--- src/rtl/spi_loader_pkg.sv ---
// spi_loader_pkg
//   Shared constants for the SPI file loader: the UIO file-transfer command
//   codes decoded from the IO-controller link, and the write-port state
//   encoding (also exported on the dbg_state port of spi_loader).
package spi_loader_pkg;

    localparam logic [7:0] UIO_FILE_TX     = 8'h53;
    localparam logic [7:0] UIO_FILE_TX_DAT = 8'h54;
    localparam logic [7:0] UIO_FILE_INDEX  = 8'h55;

    typedef enum logic [1:0] {
        WR_IDLE = 2'd0,   // no request on the RAM port
        WR_FWR  = 2'd1,   // writing a buffered download byte
        WR_EWR  = 2'd2    // writing a zero into the erase region
    } wr_state_t;

endpackage

--- src/rtl/spi_loader_fifo.sv ---
// sync_fifo
//   Small single-clock FIFO holding {address, byte} pairs between the SPI
//   decoder and the RAM write port. Storage is a register array; o_data shows
//   the head entry whenever the FIFO is non-empty (show-ahead).
// Ports:
//   clk, reset_n      clock, asynchronous active-low reset
//   i_push, i_data    write an entry (ignored while full)
//   i_pop             drop the head entry (ignored while empty)
//   o_data            head entry
//   o_full, o_empty   occupancy flags
module sync_fifo #(
    parameter int W     = 33,
    parameter int DEPTH = 4
) (
    input  logic         clk,
    input  logic         reset_n,
    input  logic         i_push,
    input  logic [W-1:0] i_data,
    input  logic         i_pop,
    output logic [W-1:0] o_data,
    output logic         o_full,
    output logic         o_empty
);

    localparam int PW = $clog2(DEPTH);

    logic [W-1:0] r_mem [DEPTH];
    // One extra pointer bit separates "full" from "empty" when indices match.
    logic [PW:0]  r_wr_ptr;
    logic [PW:0]  r_rd_ptr;
    logic         w_do_push;
    logic         w_do_pop;

    assign o_empty   = (r_wr_ptr == r_rd_ptr);
    assign o_full    = (r_wr_ptr[PW] != r_rd_ptr[PW]) &&
                       (r_wr_ptr[PW-1:0] == r_rd_ptr[PW-1:0]);
    assign w_do_push = i_push & ~o_full;
    assign w_do_pop  = i_pop & ~o_empty;
    assign o_data    = r_mem[r_rd_ptr[PW-1:0]];

    always_ff @(posedge clk or negedge reset_n) begin
        if (!reset_n) begin
            r_wr_ptr <= '0;
            r_rd_ptr <= '0;
        end else begin
            if (w_do_push) r_wr_ptr <= r_wr_ptr + 1'b1;
            if (w_do_pop)  r_rd_ptr <= r_rd_ptr + 1'b1;
        end
    end

    always_ff @(posedge clk) begin
        if (w_do_push) r_mem[r_wr_ptr[PW-1:0]] <= i_data;
    end

endmodule

--- src/rtl/spi_loader.sv ---
// spi_loader
//   Receives UIO file downloads over the IO-controller SPI link (oversampled
//   in the clk domain), buffers the bytes and writes them to RAM. Index 0
//   loads at ROM_BASE, any other index at FILE_BASE. Ending an index-0
//   download, or a rising edge on force_erase, zero-fills ERASE_LEN bytes from
//   ERASE_BASE, one write every ERASE_DIV clocks at most; buffered download
//   bytes always take the RAM port first.
// Ports:
//   clk, reset_n            clock, asynchronous active-low reset
//   sck, ss, sdi            raw SPI pins (asynchronous)
//   force_erase             level; rising edge starts an erase
//   downloading             download, erase or write still in progress
//   index, size, overflow   last file index, bytes accepted, sticky drop flag
//   wr, wr_ack, a, d        RAM write port
//   dbg_state               current write-port state (wr_state_t)
module spi_loader
    import spi_loader_pkg::*;
#(
    parameter int            AW         = 25,
    parameter int            FIFO_DEPTH = 4,
    parameter logic [AW-1:0] ROM_BASE   = 25'h178000,
    parameter logic [AW-1:0] FILE_BASE  = 25'h200000,
    parameter logic [AW-1:0] ERASE_BASE = 25'h1a0000,
    parameter logic [AW-1:0] ERASE_LEN  = 25'h20000,
    parameter int unsigned   ERASE_DIV  = 32
) (
    input  logic          clk,
    input  logic          reset_n,
    input  logic          sck,
    input  logic          ss,
    input  logic          sdi,
    input  logic          force_erase,
    output logic          downloading,
    output logic [4:0]    index,
    output logic [AW-1:0] size,
    output logic          overflow,
    output logic          wr,
    input  logic          wr_ack,
    output logic [AW-1:0] a,
    output logic [7:0]    d,
    output logic [1:0]    dbg_state
);

    localparam logic [AW-1:0] ERASE_LAST = ERASE_BASE + ERASE_LEN - AW'(1);
    localparam logic [31:0]   DIV_RELOAD = 32'(ERASE_DIV - 1);
    localparam int            FW         = AW + 8;

    // SPI sampling and command decode
    logic [1:0]    r_sck_s;
    logic [1:0]    r_ss_s;
    logic [1:0]    r_sdi_s;
    logic          r_sck_d;
    logic [3:0]    r_bit_cnt;
    logic [6:0]    r_sreg;
    logic [7:0]    r_cmd;
    logic [4:0]    r_index;
    logic          r_dl;
    logic          r_overflow;
    logic [AW-1:0] r_addr;
    logic [AW-1:0] r_size;
    logic          r_fe_s;
    logic          r_fe_d;

    // RAM write port and erase engine
    wr_state_t     r_state;
    logic          r_wr;
    logic [AW-1:0] r_a;
    logic [7:0]    r_d;
    logic          r_erase_pend;
    logic [AW-1:0] r_erase_ptr;
    logic [31:0]   r_div_cnt;

    logic          w_sck_rise;
    logic          w_bit_in;
    logic [7:0]    w_byte;
    logic          w_byte_done;
    logic          w_tx;
    logic          w_dat;
    logic          w_idx;
    logic          w_push;
    logic          w_erase_req;
    logic          w_fifo_full;
    logic          w_fifo_empty;
    logic [FW-1:0] w_fifo_q;
    logic          w_free;
    logic          w_pop;
    logic          w_take_erase;

    assign w_sck_rise  = r_sck_s[1] & ~r_sck_d;
    assign w_bit_in    = r_sdi_s[1];
    assign w_byte      = {r_sreg, w_bit_in};
    // Bits 0-7 form the command byte; 8-15 repeat for every data byte.
    assign w_byte_done = w_sck_rise & ~r_ss_s[1] & (r_bit_cnt == 4'd15);
    assign w_tx        = w_byte_done & (r_cmd == UIO_FILE_TX);
    assign w_dat       = w_byte_done & (r_cmd == UIO_FILE_TX_DAT);
    assign w_idx       = w_byte_done & (r_cmd == UIO_FILE_INDEX);
    assign w_push      = w_dat & ~w_fifo_full;
    assign w_erase_req = (ERASE_LEN != '0) &
                         ((w_tx & ~w_byte[0] & (r_index == 5'd0)) | (r_fe_s & ~r_fe_d));

    always_ff @(posedge clk or negedge reset_n) begin
        if (!reset_n) begin
            r_sck_s    <= 2'b00;
            r_ss_s     <= 2'b11;
            r_sdi_s    <= 2'b00;
            r_sck_d    <= 1'b0;
            r_bit_cnt  <= 4'd0;
            r_sreg     <= 7'd0;
            r_cmd      <= 8'd0;
            r_index    <= 5'd0;
            r_dl       <= 1'b0;
            r_overflow <= 1'b0;
            r_addr     <= '0;
            r_size     <= '0;
            r_fe_s     <= 1'b0;
            r_fe_d     <= 1'b0;
        end else begin
            r_sck_s <= {r_sck_s[0], sck};
            r_ss_s  <= {r_ss_s[0], ss};
            r_sdi_s <= {r_sdi_s[0], sdi};
            r_sck_d <= r_sck_s[1];
            r_fe_s  <= force_erase;
            r_fe_d  <= r_fe_s;

            if (r_ss_s[1]) begin
                r_bit_cnt <= 4'd0;
            end else if (w_sck_rise) begin
                r_sreg    <= w_byte[6:0];
                r_bit_cnt <= (r_bit_cnt == 4'd15) ? 4'd8 : r_bit_cnt + 4'd1;
                if (r_bit_cnt == 4'd7) r_cmd <= w_byte;
            end

            if (w_tx) begin
                if (w_byte[0]) begin
                    r_dl       <= 1'b1;
                    r_addr     <= (r_index == 5'd0) ? ROM_BASE : FILE_BASE;
                    r_size     <= '0;
                    r_overflow <= 1'b0;
                end else begin
                    r_dl <= 1'b0;
                end
            end

            if (w_dat) begin
                if (!w_fifo_full) begin
                    r_addr <= r_addr + AW'(1);
                    r_size <= r_size + AW'(1);
                end else begin
                    r_overflow <= 1'b1;
                end
            end

            if (w_idx) r_index <= w_byte[4:0];
        end
    end

    sync_fifo #(
        .W     (FW),
        .DEPTH (FIFO_DEPTH)
    ) u_fifo (
        .clk     (clk),
        .reset_n (reset_n),
        .i_push  (w_push),
        .i_data  ({r_addr, w_byte}),
        .i_pop   (w_pop),
        .o_data  (w_fifo_q),
        .o_full  (w_fifo_full),
        .o_empty (w_fifo_empty)
    );

    // RAM port handshake: a request is wr=1 with a/d held stable; it completes
    // on the cycle wr=1 and wr_ack=1. wr_ack is ignored while wr=0. The port is
    // free either when idle or on the completing cycle, so a following request
    // can be loaded with wr kept high.
    assign w_free       = (r_state == WR_IDLE) | (r_wr & wr_ack);
    assign w_pop        = w_free & ~w_fifo_empty;
    // Erase never chains straight out of an erase write, so the pointer is
    // always up to date when it is presented on a.
    assign w_take_erase = w_free & w_fifo_empty & r_erase_pend &
                          (r_div_cnt == 32'd0) & (r_state != WR_EWR);

    always_ff @(posedge clk or negedge reset_n) begin
        if (!reset_n) begin
            r_state      <= WR_IDLE;
            r_wr         <= 1'b0;
            r_a          <= '0;
            r_d          <= 8'd0;
            r_erase_pend <= 1'b0;
            r_erase_ptr  <= '0;
            r_div_cnt    <= 32'd0;
        end else begin
            if (w_pop) begin
                r_state <= WR_FWR;
                r_wr    <= 1'b1;
                r_a     <= w_fifo_q[FW-1:8];
                r_d     <= w_fifo_q[7:0];
            end else if (w_take_erase) begin
                r_state <= WR_EWR;
                r_wr    <= 1'b1;
                r_a     <= r_erase_ptr;
                r_d     <= 8'd0;
            end else if (w_free) begin
                r_state <= WR_IDLE;
                r_wr    <= 1'b0;
            end

            if (w_take_erase) begin
                r_div_cnt <= DIV_RELOAD;
            end else if (r_div_cnt != 32'd0) begin
                r_div_cnt <= r_div_cnt - 32'd1;
            end

            // A restart while an erase write is in flight has already moved the
            // pointer back to ERASE_BASE; only advance if it still matches.
            if ((r_state == WR_EWR) && wr_ack && (r_a == r_erase_ptr)) begin
                if (r_erase_ptr == ERASE_LAST) begin
                    r_erase_pend <= 1'b0;
                end else begin
                    r_erase_ptr <= r_erase_ptr + AW'(1);
                end
            end

            if (w_erase_req) begin
                r_erase_pend <= 1'b1;
                r_erase_ptr  <= ERASE_BASE;
            end
        end
    end

    assign downloading = r_dl | r_erase_pend | ~w_fifo_empty | (r_state != WR_IDLE);
    assign index       = r_index;
    assign size        = r_size;
    assign overflow    = r_overflow;
    assign wr          = r_wr;
    assign a           = r_a;
    assign d           = r_d;
    assign dbg_state   = r_state;

endmodule

--- config.mk ---
export PLATFORM = sky130hd
export DESIGN_NAME = spi_loader
export DESIGN_NICKNAME = d
export VERILOG_FILES = /design/src/rtl/spi_loader_pkg.sv /design/src/rtl/spi_loader_fifo.sv /design/src/rtl/spi_loader.sv
export SDC_FILE = /design/constraint.sdc
export NUM_CORES = 1
export LEC_CHECK = 0
export CAP_MARGIN = 10
export CORE_MARGIN = 3
export CORE_UTILIZATION = 60
export DETAILED_ROUTE_END_ITERATION = 10
export DONT_BUFFER_PORTS = 1
export HOLD_SLACK_MARGIN = 0.12
export PLACE_DENSITY = 0.87
export SYNTH_ARGS = -nofsm -noshare
export SYNTH_HDL_FRONTEND = slang
export SYNTH_SLANG_ARGS = --single-unit
--- constraint.sdc ---
create_clock -name clk -period 3.1 [get_ports clk]
set_input_delay 0.62 -clock clk [delete_from_list [all_inputs] [get_ports clk]]
set_output_delay 0.62 -clock clk [all_outputs]
set_load 0.01 [all_outputs]
==> results.ini, run 1 <==
[clocking]
cts_tree=done
h-tree-depth=2
latest_clock_arrival_within_the_worst_skew_pair_ns=0.51
cts.reportedPaths.clkPinSlew_ns=0.06
cts_buffers=34
postCtsHoldBufs=1
ctsResizeCount=0
cts-root-buf=sky130_fd_sc_hd__clkbuf_16
clkSinkCount=317
cts_setup_buffers=0
cts_max_path_buffers=3

[pwr]
total_power_mw=8.50
leakage_power_total_nw=5.96
power.density_nw_per_um2=549
ir_worst_vdd_v=0.000387

[final_layout]
drive_gt1_share_pct=13.9
diodes=0
nets=1121
area_delta_synth_final_pct=10.4
nFillCells=1565
postLayoutCoreUtil_pct=67.9
final_cells=1443

[sta]
skew_ns=0.0149
final.period_utilization_pct=85.1
fin_setup_tns_ns=0
worstMarginPinSlew_ns=1.05
finalHoldViolations=183
grt_setup_unrepaired=no
minimum_period_implied_by_the_final_worst_setup_slack_ns=2.64
timing.fmax_mhz=379
final.hold.worst_slack_ns=-0.184
setup_viol=0
maxSlewHeadroom_pct=29.7
final-max-slew-violation-count=0

[detailed_routing]
avgViaCountPerCell=6.46
drt_pass1_iterations=5
detail_route.drc_violations=0
vias=9319
route.final.wire_length_mm=31.3
first_iter_violations=923
wire_per_inst_um=21.7
postRouteAntennaNets=0

[synthesis]
synth_register_bits=317
yosysSeqAreaShare_pct=61.4
syn-instance-count=1088
synthesis.area_um2=14000
ys.warnings.count=0
synth_adder_area_share_pct=0.893
synth_nets=1105
synth_xor_xnor_area_share_pct=3.00
synth_top_flop_cell=sky130_fd_sc_hd__dfrtp_1
synth_area_leader=sky130_fd_sc_hd__dfrtp_1
post_synth.cell_area_avg_um2=12.9
synth.area.mux_share_pct=8.64
synth-compound-area-share_pct=8.34
async_reset_ff_share_pct=58.4
post_synth_main_area_contributors=sky130_fd_sc_hd__dfrtp_1, sky130_fd_sc_hd__edfxtp_1, sky130_fd_sc_hd__mux4_2, sky130_fd_sc_hd__nand2_1, sky130_fd_sc_hd__nand3_1
synth_cell_type_count=66
share_of_yosys_cell_area_claimed_by_the_top_area_cell_type_pct=32.7
yosys.area_share.simple_pct=15.9
synth_top_family_by_area=simple AND/OR/NAND/NOR gates
synth-edff-count=132

[hold_path]
hold_class=in2async

[place]
place_inst=1380
portBuffers=0
place.gp.congestion=0.895
detail_placement_hpwl_mm=19.7

[worst_setup_path]
critical_path_peak_fanout=20
worst_setup_ep_type=flip-flop
setup.reg_to_reg.worst_slack_ns=0.46
worstSetupPathType=reg2reg
arrival_ns=3.01
critPathLaunchType=flip-flop
wp_data_required_ns=3.48

[global_routing]
grt_max_degree=186
via_count_of_the_first_global_routing_pass=9376
antenna_found_initial=0
gr-total-overflow=0
grt_first_pass_wirelength_mm=50.9
track_usage_pct=25.0

[floorplan]
pin_count=75
die_outline_area_um2=25200
design.core.area_um2=22800
number_of_core_rows=55
floorplan.initialDensity_pct=61.5
fp.dieH_um=159
die_width_um=159

[job]
max_cap_violations=0

[outcome]
status=finished, violations left
failed_checks=negative hold slack

-- stage by stage --
stage	setup slack, ns	cell area (µm²)
2_1_floorplan	0.277	14000
3_3_place_gp	0.664	14400
3_5_place_dp	0.583	14400
4_1_cts	0.507	15500
5_1_grt	0.344	15500
6_report	0.462	15500
-- placed cells by master, fill, tap and decap left out, types with 13 or more instances in the layout --
cell type	count
sky130_fd_sc_hd__a21o_1	33
sky130_fd_sc_hd__a21oi_1	30
sky130_fd_sc_hd__a22o_1	25
sky130_fd_sc_hd__and3_1	22
sky130_fd_sc_hd__buf_4	26
sky130_fd_sc_hd__clkbuf_1	16
sky130_fd_sc_hd__clkbuf_16	37
sky130_fd_sc_hd__dfrtp_1	182
sky130_fd_sc_hd__edfxtp_1	132
sky130_fd_sc_hd__mux2_2	21
sky130_fd_sc_hd__mux2i_1	22
sky130_fd_sc_hd__mux4_2	33
sky130_fd_sc_hd__nand2_1	109
sky130_fd_sc_hd__nand3_1	55
sky130_fd_sc_hd__nand4_1	30
sky130_fd_sc_hd__nor2_1	43
sky130_fd_sc_hd__nor3_1	24
sky130_fd_sc_hd__nor4_1	18
sky130_fd_sc_hd__o21ai_0	50
sky130_fd_sc_hd__o31ai_1	13
sky130_fd_sc_hd__or3_1	15
sky130_fd_sc_hd__or4_1	21
sky130_fd_sc_hd__xnor2_1	25
sky130_fd_sc_hd__xor2_1	23
-- critical path, cell delays in order (launching register included) --
cell and delay, ns:
sky130_fd_sc_hd__dfrtp_1 0.46, sky130_fd_sc_hd__or4_1 0.62, sky130_fd_sc_hd__nor3_1 0.48, sky130_fd_sc_hd__a21o_1 0.64, sky130_fd_sc_hd__nor4_1 0.12, sky130_fd_sc_hd__o21bai_1 0.19
-- synth_stat cells, types with 7 or more instances --
library cell / number
sky130_fd_sc_hd__nor2_1: 44
sky130_fd_sc_hd__nor3_1: 24
sky130_fd_sc_hd__mux2i_1: 22
sky130_fd_sc_hd__or4_1: 21
sky130_fd_sc_hd__o31ai_1: 13
sky130_fd_sc_hd__and4_1: 8
sky130_fd_sc_hd__and2_1: 11
sky130_fd_sc_hd__clkbuf_1: 30
sky130_fd_sc_hd__mux2_2: 21
sky130_fd_sc_hd__a21oi_1: 30
sky130_fd_sc_hd__dfrtp_1: 183
sky130_fd_sc_hd__buf_2: 8
sky130_fd_sc_hd__nand2b_1: 8
sky130_fd_sc_hd__ha_1: 10
sky130_fd_sc_hd__mux4_2: 33
sky130_fd_sc_hd__edfxtp_1: 132
sky130_fd_sc_hd__a22o_1: 25
sky130_fd_sc_hd__inv_1: 10
sky130_fd_sc_hd__nand4_1: 30
sky130_fd_sc_hd__nor4_1: 19
sky130_fd_sc_hd__or3_1: 15
sky130_fd_sc_hd__xor2_1: 23
sky130_fd_sc_hd__and3_1: 22
sky130_fd_sc_hd__nand3_1: 55
sky130_fd_sc_hd__o211ai_1: 7
sky130_fd_sc_hd__a21o_1: 33
sky130_fd_sc_hd__o21ai_0: 50
sky130_fd_sc_hd__nand2_1: 109
sky130_fd_sc_hd__xnor2_1: 25
-- flip-flops by register name (all words and copies together) (netlist names), 3 cells and up --
signal and count:
r_div_cnt 32, u_fifo.r_mem 132, u_fifo.r_wr_ptr 3, r_erase_ptr 25, d 8, u_fifo.r_rd_ptr 3
r_cmd 8, r_addr 25, a 25, index 5, r_sreg 7, size 25
r_bit_cnt 4
-- cell type report --
class / count / area, µm² / share of cell area [%]
inverter: 10 / 37.5 / 0.243
sequential: 317 / 8600 / 55.6
multi-input combinational: 714 / 5160 / 33.3
tap: 313 / 392 / 2.53
clock inverter: 3 / 21.3 / 0.137
clock buffer: 59 / 1060 / 6.87
timing repair buffer: 27 / 205 / 1.33
-- path summary, 6_finish.rpt --
kind,startpoint,end,cells after the start
max in group asynchronous,reset_n,r_ss_s[0]$_DFF_PN1_,0
worst max-delay path,index[0]$_DFFE_PN0P_,r_erase_ptr[0]$_DFFE_PN0P_,5
worst min-delay path,reset_n,a[15]$_DFFE_PN0P_,0
worst max register to register,index[0]$_DFFE_PN0P_,r_erase_ptr[0]$_DFFE_PN0P_,5
worst min register to register,r_sck_s[0]$_DFF_PN0_,r_sck_s[1]$_DFF_PN0_,0
min in group clk,force_erase,r_fe_s$_DFF_PN0_,0
-- kinds of logic (layout without fill, tap and decap cells) --
| group | count (synthesis) | count (layout) |
|---|---|---|
| AOI/OAI and AO/OA | 175 | 175 |
| DFF | 317 | 317 |
| adders and majority gates | 10 | 10 |
| buffers and inverters | 57 | 99 |
| and+or+nand+nor | 404 | 404 |
| xor gates and xnor gates | 48 | 48 |
| muxes | 77 | 77 |
-- metal layers --
layer | GRT usage [%] | vias up | wire, µm
met5 | 0 | - | 0
met4 | 7.36 | 0 | 775
met3 | 5.11 | 72 | 2180
met2 | 40.9 | 379 | 15600
met1 | 34.3 | 4708 | 12800
li1 | - | 4160 | -
-- power breakdown --
| part | internal, mW | switching [mW] |
|---|---|---|
| combinational | 0.0361 | 0.0248 |
| sequential | 4.44 | 0.0850 |
| clock | 2.33 | 1.58 |
| total | 6.81 | 1.69 |
Power figures use the tool's default switching activity.
==> run 2: changes to the inputs <==
--- a/config.mk
+++ b/config.mk
@@ -5,6 +5,7 @@
 export SDC_FILE = /design/constraint.sdc
 export NUM_CORES = 1
 export LEC_CHECK = 0
+export ABC_AREA = 0
 export CAP_MARGIN = 10
 export CORE_MARGIN = 3
 export CORE_UTILIZATION = 60
==> results of run 2 <==
No change in the layout: final DEF, timing and power equal those of run 1.
==> run 3: changes to the inputs <==
--- a/config.mk
+++ b/config.mk
@@ -7,12 +7,13 @@
 export LEC_CHECK = 0
 export ABC_AREA = 0
 export CAP_MARGIN = 10
-export CORE_MARGIN = 3
+export CORE_MARGIN = 1
 export CORE_UTILIZATION = 60
 export DETAILED_ROUTE_END_ITERATION = 10
 export DONT_BUFFER_PORTS = 1
 export HOLD_SLACK_MARGIN = 0.12
 export PLACE_DENSITY = 0.87
+export SKIP_CTS_REPAIR_TIMING = 1
 export SYNTH_ARGS = -nofsm -noshare
 export SYNTH_HDL_FRONTEND = slang
 export SYNTH_SLANG_ARGS = --single-unit
==> run 3 against run 2 <==
Worst hold slack got worse by 0.061 ns. Clock skew shrank 0.00059 ns. The run still ends with negative hold slack left. Sequential share of layout area grew 0.11 points. Critical path type is now reg2out. Non-clock buffer count increased by 3. Critical path depth down 2. Wire length decreased by 1.1%. Register-to-register slack gained 0.16 ns. Cell area decreased by 0.19%. Fmax is 4.3% higher. Setup slack better by 0.11 ns.
==> results.ini, run 3 (synthesis results as in run 1) <==
[global_routing]
track_usage_pct=26.7
gr-total-overflow=0
antenna_found_initial=0
grt_max_degree=186
grt_first_pass_wirelength_mm=49.8
via_count_of_the_first_global_routing_pass=9193

[sta]
final-max-slew-violation-count=0
maxSlewHeadroom_pct=29.5
worstMarginPinSlew_ns=1.06
setup_viol=0
layout_setup_ws_ns=0.569
minimum_period_implied_by_the_final_worst_setup_slack_ns=2.53
final.period_utilization_pct=81.6
fin_setup_tns_ns=0
skew_ns=0.0143
timing.fmax_mhz=395
final.hold.worst_slack_ns=-0.245
finalHoldViolations=183
grt_setup_unrepaired=no

[final_layout]
diodes=0
drive_gt1_share_pct=14.5
area_delta_synth_final_pct=10.2
postLayoutCoreUtil_pct=67.8
largest_reg_flops=132
layout_commonest_cell=sky130_fd_sc_hd__dfrtp_1
final_cell_mix=sky130_fd_sc_hd__dfrtp_1, sky130_fd_sc_hd__edfxtp_1, sky130_fd_sc_hd__nand2_1
nets=1121

[pwr]
leakage_power_total_nw=5.94
ir_worst_vdd_v=0.000439
power.density_nw_per_um2=540

[worst_setup_path]
critical_path_peak_fanout=6
cell_family_with_most_cp_delay=simple AND/OR/NAND/NOR gates
worstSetupPathType=reg2out
max_stage_delay_ns=0.41
worst_setup_ep_type=output pin
arrival_ns=1.91
worst_path_max_delay_cell=sky130_fd_sc_hd__dfrtp_1
crit_buf_inv=0
crit_path_cell_trace=xnor2_1, nor3b_4, nand3_1
critPathLaunchType=flip-flop
wp_data_required_ns=2.48

[clocking]
cts_max_path_buffers=3
clkSinkCount=317
latest_clock_arrival_within_the_worst_skew_pair_ns=0.57
h-tree-depth=1
cts.reportedPaths.clkPinSlew_ns=0.07
cts_tree=done
cts-root-buf=sky130_fd_sc_hd__clkbuf_16
cts_buffers=31

[detailed_routing]
drt_pass1_iterations=5
wire_per_inst_um=21.5
avgViaCountPerCell=6.46
route.final.wire_length_mm=31.0
first_iter_violations=916
postRouteAntennaNets=0
vias=9317
detail_route.drc_violations=0

[place]
dp_slack_ns=0.698
place.gp.congestion=0.917
portBuffers=0
detail_placement_hpwl_mm=19.9

[outcome]
status=finished, violations left
failed_checks=negative hold slack

[floorplan]
number_of_core_rows=55
design.core.area_um2=22800
die_width_um=155
fp.dieH_um=155
die_outline_area_um2=24000
floorplan.initialDensity_pct=61.5
pin_count=75

[job]
max_cap_violations=0

[hold_path]
hold_class=in2async

run 3: cell count changes in the layout (fill, tap and decap cells not counted), moves of 5 or more:
cell                         previous run  this run
sky130_fd_sc_hd__clkbuf_1              16         4
sky130_fd_sc_hd__clkbuf_16             37        31
sky130_fd_sc_hd__clkinv_2               1         7
sky130_fd_sc_hd__clkinvlp_4             1         6
run 3: stage by stage:
| stage | total power, mW | std cells | area [µm²] | hold WS [ns] |
|---|---|---|---|---|
| 2_1_floorplan | 4.62 | 1088 | 14000 | 0.324 |
| 4_1_cts | 8.40 | 1438 | 15400 | -0.268 |
| 6_report | 8.34 | 1442 | 15400 | -0.245 |
| 3_3_place_gp | 4.66 | 1380 | 14400 | 0.330 |
| 5_1_grt | 8.56 | 1442 | 15400 | -0.270 |
| 3_5_place_dp | 4.67 | 1380 | 14400 | 0.330 |
run 3: per-layer routing:
layer	routed length, µm	track usage (%)	share of wire [%]
met5	0	0	0
met4	764	8.39	2.5
met3	2610	5.80	8.4
met2	15200	44.2	49
met1	12400	35.6	40
run 3: worst paths after layout:
path | endpoint | cells after the start | slack, ns | start
max in group asynchronous | r_ss_s[1]$_DFF_PN1_ | 0 | 3.03 | reset_n
worst min register to register | r_sdi_s[1]$_DFF_PN0_ | 0 | 0.35 | r_sdi_s[0]$_DFF_PN0_
worst min-delay path | a[24]$_DFFE_PN0P_ | 0 | -0.24 | reset_n
worst max-delay path | downloading | 3 | 0.57 | u_fifo.r_wr_ptr[2]$_DFFE_PN0P_
worst max register to register | r_addr[18]$_DFF_PN0_ | 6 | 0.62 | r_addr[1]$_DFF_PN0_
min in group clk | wr$_DFFE_PN0P_ | 3 | 0.32 | wr_ack
run 3: area by class of cell:
type,instances,area [µm²]
clock buffer,37,818
clock inverter,21,205
fill,1528,7330
inverter,10,37.5
multi-input combinational,714,5160
sequential,317,8600
tap,313,392
timing repair buffer,30,235
run 3: power by group:
| group | internal [mW] | switching (mW) |
|---|---|---|
| logic | 0.0394 | 0.0256 |
| registers | 4.44 | 0.0817 |
| clock network | 2.14 | 1.61 |
| total | 6.62 | 1.72 |
run 3: worst reg2reg max path, cell delays in order, from the launching register on:
cell                       delay [ns]
sky130_fd_sc_hd__dfrtp_1         0.50
sky130_fd_sc_hd__ha_1            0.24
sky130_fd_sc_hd__and4_1          0.33
sky130_fd_sc_hd__nor4b_1         0.55
sky130_fd_sc_hd__and3_1          0.35
sky130_fd_sc_hd__a21oi_1         0.12
sky130_fd_sc_hd__a311oi_1        0.28
